**src/rtl/inst_fetch_bridge.sv**
```systemverilog
// inst_fetch_bridge: one-entry instruction line buffer that turns CPU fetch misses into bus reads,
// completing each miss with the bus data, or with a NOP on a bus error or an ack timeout.
module inst_fetch_bridge #(
   parameter int TIMEOUT = 16
) (
   input  logic        clk,
   input  logic        rst,
   input  logic        rom_ce_i,
   input  logic [31:0] rom_addr_i,
   output logic [31:0] rom_data_o,
   output logic        stallreq_o,
   input  logic        invalidate_i,
   output logic        bus_req_o,
   output logic [31:0] bus_addr_o,
   input  logic        bus_ack_i,
   input  logic [31:0] bus_rdata_i,
   input  logic        bus_err_i,
   output logic        err_o,
   output logic        timeout_o
);
   typedef enum logic {IDLE, REQ} state_t;
   state_t      state;
   logic        valid;
   logic [29:0] tag;
   logic [31:0] data;
   logic [7:0]  wait_cnt;
   logic        hit;
   logic        expire;
   logic        unused_addr;
   assign unused_addr = ^rom_addr_i[1:0];
   assign hit        = rom_ce_i & valid & (tag == rom_addr_i[31:2]);
   assign rom_data_o = hit ? data : 32'h0;
   assign stallreq_o = rom_ce_i & ~hit;
   assign expire     = wait_cnt == 8'(TIMEOUT - 1);
   always_ff @(posedge clk or posedge rst) begin
      if (rst) begin
         state      <= IDLE;
         valid      <= 1'b0;
         tag        <= '0;
         data       <= '0;
         wait_cnt   <= '0;
         bus_req_o  <= 1'b0;
         bus_addr_o <= '0;
         err_o      <= 1'b0;
         timeout_o  <= 1'b0;
      end else begin
         err_o     <= 1'b0;
         timeout_o <= 1'b0;
         if (invalidate_i) valid <= 1'b0;
         if (state == IDLE) begin
            if (rom_ce_i && !hit) begin
               state      <= REQ;
               bus_req_o  <= 1'b1;
               bus_addr_o <= {rom_addr_i[31:2], 2'b00};
               wait_cnt   <= '0;
            end
         end else if (bus_ack_i || expire) begin
            // an ack wins over a coincident timeout; errors and timeouts fill a NOP
            state     <= IDLE;
            bus_req_o <= 1'b0;
            valid     <= ~invalidate_i;
            tag       <= bus_addr_o[31:2];
            data      <= (bus_ack_i && !bus_err_i) ? bus_rdata_i : 32'h0;
            err_o     <= bus_ack_i & bus_err_i;
            timeout_o <= ~bus_ack_i;
         end else begin
            wait_cnt <= wait_cnt + 8'd1;
         end
      end
   end
endmodule

```
**config.mk**
```make
export PLATFORM = sky130hd
export DESIGN_NAME = inst_fetch_bridge
export DESIGN_NICKNAME = d
export VERILOG_FILES = /design/src/rtl/inst_fetch_bridge.sv
export SDC_FILE = /design/constraint.sdc
export NUM_CORES = 1
export LEC_CHECK = 0
export ABC_AREA = 1
export BUFFER_PORTS_ARGS = -buffer_cell sky130_fd_sc_hd__buf_2
export CAP_MARGIN = 20
export CORE_UTILIZATION = 45
export DETAILED_ROUTE_END_ITERATION = 12
export GPL_TIMING_DRIVEN = 0
export HOLD_SLACK_MARGIN = 0.05
export PLACE_DENSITY_LB_ADDON = 0.12
export SETUP_SLACK_MARGIN = 0.02
export SYNTH_ARGS = -nofsm -noshare
export SYNTH_HDL_FRONTEND = slang
export SYNTH_SLANG_ARGS = --single-unit
```
**constraint.sdc**
```tcl
create_clock -name clk -period 6.05 [get_ports clk]
set_input_delay 1.815 -clock clk [delete_from_list [all_inputs] [get_ports clk]]
set_output_delay 1.815 -clock clk [all_outputs]
set_load 0.01 [all_outputs]
```
Yosys cells after proc, flatten, opt, wreduce, memory -nomap -nowiden. Cells that the tools add are included.

Reduce and logical (&&, ||, !) cells: 10. $mul: 0. Divide/modulo/power cells: 0. Eq/ne operators: 4. Add/sub/neg operators: 1. Bitwise gates (word level): 8. Shift operators: 0. Mux-type cells: 18. Magnitude comparators: 0.

Operators with widths (count): 32-bit 2-to-1 mux (2); 30-bit equality test (1); 8-bit 2-to-1 mux (3); 1-bit 2-to-1 mux (13); 8-bit by 1-bit adder with 8-bit output, second input constant (1); 8-bit by 4-bit equality test with 1-bit output, second input constant (1); 2-bit AND reduction (4); 1-bit bitwise AND (4); 1-bit NOT (4); 1-bit logical AND (2); 1-bit zero test (2); 2-bit by 1-bit != test with 1-bit output, second input constant (1); 2-bit != test, second input constant (1); 2-bit nonzero test (1); 1-bit logical OR (1).

Latch bits: 0. Memories kept: 0. Bits in read-only memories: 0. Flip-flop bits (word level): 105. Input port bits: 70. Bits in writable memories: 0. Output and inout bits: 68.

Logic depth before layout (Yosys ltp).
Depth after elaboration: 6. Gate-level depth with buffers: 13.

Least setup slack after synthesis. No wires, ideal clock.

Kind: in2out. Start: input rom_addr_i[16]. End: output rom_data_o[10]. Data required time: 4.235 ns. Buffers on the path: 1. Setup slack: 1.446 ns. Arrival: 2.789 ns. Stages on the path: 10. Cells stage by stage: inv_1 > nor2_1 > nor2_1 > nand2_1 > nor2_1 > nand2_1 > nor2_1 > nand2_1 > clkbuf_1 > nor2_1.

Word-level cells in the longest chain between the ends: 3.

RTL lines: from (decl) (line 9) `input logic [31:0] rom_addr_i,`; 30-bit equality test (line 31) `assign hit = rom_ce_i & valid & (tag == rom_addr_i[31:2]);`; 1-bit bitwise AND (line 31); 32-bit 2-to-1 mux (line 32) `assign rom_data_o = hit ? data : 32'h0;`; to (decl) (line 10) `output logic [31:0] rom_data_o,`.

Every way passes these cells.

Worst setup path in the final report.
Start: input rom_addr_i[20]. End: output rom_data_o[16].

Same word-level chain as after synthesis.

==> results.md <==
* Outcome: completed
* GR Util met2 at 35.7%
* Most common cell on crit path: nand2_1
* Maximum clock insertion buffer count at 2
* Library cells used by synthesis at 26
* Leading area contributor after synthesis: dfrtp_1
* Clock slew at the register clock pins of the worst setup and hold paths at 90 ps
* Die width at 106 um
* Worst hold start: valid
* Worst IR drop on VDD at 168 uV
* Number of fill cells at 1031
* FF-to-FF path depth at 11
* P&R area growth vs syn at 21.2%
* Flops & latches, synth at 105
* Top-count cell post-synth: nand2_1
* Routed WL at 12.0 mm
* Placed Instances at 886
* Critical Path Max Stage Delay at 280 ps
* Ys flop type: dfrtp_1
* Seq pwr share at 52.8%
* Vias in the first global route at 4210
* Fin. Hold Viols at 0
* # clock sinks at 105
* Share of layout cells above drive strength 1 at 23.8%
* Final nets at 832
* Most frequent cells after synthesis: nand2_1 (158), inv_1 (112), dfrtp_1 (105), o21ai_0 (82), nor2_1 (51)
* Highest achievable clock rate at 192 MHz
* Pre-CTS WS at 878 ps
* Worst setup SP type: input port
* Post-CTS setup buffers at 0
* Cell count after synthesis at 615
* WHS Endpoint: valid
* Final Skew at 10.8 ps
* Critical path class: in2out
* Reg2Reg Setup Slack at 4120 ps
* Origin of the critical flop-to-flop path: tag[20]
* Post-CTS Resized at 0
* DR DRC count at 0
* Clock tree from TritonCTS: built
* Worst EP required at 4240 ps
* Placed cell area at 5780 um^2
* Core area at 10500 um^2
* Met3 usage at 4.97%
* Critical path capture point type: primary output
* GRT met1 Usage at 30.7%
* Finish-stage setup viols at 0
* Most Used Layer, Global Route: met2
* Post-synth EDFFs at 0
* Mapped Area at 4910 um^2
* Yosys warning count at 0
* Final non-filler cell total at 902
* Setup TNS at 0 ps
* Final instance area at 5960 um^2
* Combinational share of power at 24.5%
* Mean Syn Cell Area at 7.99 um^2
* Std-Cell Rows at 37
* PortBufs at 133
* Worst min-delay path class: reg2reg
* RD Place Congestion at 0.823
* GRT Residual Overflow at 0
* DRT antenna net count at 0
* Final Max Slew Viols at 0
* Pwr Density at 294 nW/um^2
* TritonCTS Buffers at 9
* Seq/Total Area, Yosys at 53.5%
* Leakage at 3.28 nW
* Min Clock Period, post-route at 5200 ps
* Initial antenna violation count at 0
* Die footprint at 11300 um^2
* Clock Latency Late Sink at 370 ps
* Hold path cells at 2
* Antenna Cells at 0
* Io pins at 138
* Synth area leaders: dfrtp_1 (53%), nand2_1 (12%), inv_1 (8.6%)
* Int Power at 1.18 mW
* CP max-delay cell: clkbuf_1
* RSZ-0062 raised after global routing: no
* First-pass GRT wire length at 20.0 mm
* Die Ht at 106 um
* Area of the multi-input gates at 1690 um^2
* Clock power share at 22.6%
* Sw Share at 32.8%
* Starting DRT DRC Count at 236
* Vias at 4342
* Crit-path cells: buf_2 -> inv_1 -> nand2_1 -> nand2_1 -> nand2_1 -> nor2_1 -> nand2_1 -> nor2_1 -> nand2_1 -> clkbuf_1 -> nor2_1 -> buf_2
* Post-layout power at 1.75 mW
* Post-detailed-route wirelength per cell at 13.3 um
* Vias/cell at 4.81
* DP HPWL at 8.93 mm
* Drt pass-1 iters at 5
* Register area at 2630 um^2
* Final setup margin at 847 ps
* Net Switching at 576 uW
* Top fanout value on the critical path at 10
* Share of the synthesized area in the top cell type at 53.5%
* CP arrival at 3390 ps
* Initial core utilization at 47.0%
* Clk Tree Root Cell: clkbuf_8
* Max cap viols at 0
* Hold_buf cts at 0
* H-tree levels at 3
* Largest net degree at the start of global routing at 73
* Worst flop-to-flop path endpoint: bus_addr_o[3]
* Crit share post-route at 86.0%
* GR Util All Layers at 22.7%
* Ys async rst share at 100%
-- cell usage in the layout, fill, tap and decap left out, types with 2 or more instances in the layout --
cell type   instances
nor2_1             51
clkinvlp_4          2
clkbuf_8           10
buf_2             141
nor2_2              2
buf_6               3
nand3_1            45
o21ai_0            82
inv_1             111
mux2_2              6
nand2_1           158
nand4_1             4
conb_1              2
xor2_1              2
clkbuf_1            8
dfrtp_1           105
o21ai_1             5
xnor2_1             5
buf_4              11
-- power groups by stage --
stage          clock network, mW  logic, mW  registers [mW]
2_1_floorplan                  0      0.264           0.944
3_3_place_gp                   0      0.418           0.933
3_5_place_dp                   0      0.433           0.940
4_1_cts                    0.410      0.435           0.927
5_1_grt                    0.440      0.500           0.946
6_report                   0.397      0.430           0.926
-- critical path: cells and delay by family --
family        cells  cell delay, ps
buf+inv           4             610
simple gates      8             960
-- cell type report --
type	instances	share of cell area, %
well taps	136	2.86
clock buffers	12	2.44
flip-flops and latches	105	44.1
inverters	112	7.10
clock inverters	4	0.483
plain buffers	28	3.00
repair buffers	134	11.6
multi-input cells	371	28.4
-- kinds of logic (layout without fill, tap and decap cells) --
kind of cell / count (synthesis) / after routing / share of synthesized area (%)
XOR/XNOR: 7 / 7 / 1.25
buffers and inverters: 140 / 290 / 12.2
other: 1 / 2 / 0.0763
adder cells (fa/ha/maj): 1 / 1 / 0.255
AND/OR/NAND/NOR: 264 / 264 / 21.9
multiplexers: 6 / 6 / 1.38
flip-flops: 105 / 105 / 53.5
AO/OA/AOI/OAI: 91 / 91 / 9.45
-- routing by layer --
layer / vias up / wire (um)
met5: - / 0
met2: 113 / 5600
li1: 2172 / -
met1: 2038 / 5530
met4: 0 / 242
met3: 19 / 659
-- per-stage QoR --
stage                     utilization (%)  hold slack, ps
after floorplan                         -             456
after global placement               55.0             471
after detailed placement             55.3             487
after CTS                            56.9             509
after global routing                 56.9             538
final                                56.9             505
-- worst max path at each step --
stage | startpoint | endpoint | slack [ps] | cells after the start
3_3_place_gp | rst | bus_addr_o[18] | 200 | 2
3_5_place_dp | rom_addr_i[31] | rom_data_o[16] | 880 | 10
2_1_floorplan | rom_addr_i[16] | rom_data_o[10] | 1450 | 10
6_report | rom_addr_i[20] | rom_data_o[16] | 850 | 12
4_1_cts | rom_addr_i[31] | rom_data_o[16] | 870 | 10
5_1_grt | rom_addr_i[20] | rom_data_o[16] | 680 | 12
-- flip-flops by register name (all words and copies together) (netlist names) --
signal	flops
err_o	1
valid	1
bus_req_o	1
tag	30
state	1
wait_cnt	8
data	32
bus_addr_o	30
timeout_o	1
Note: power is estimated with default switching activity, not from simulation.
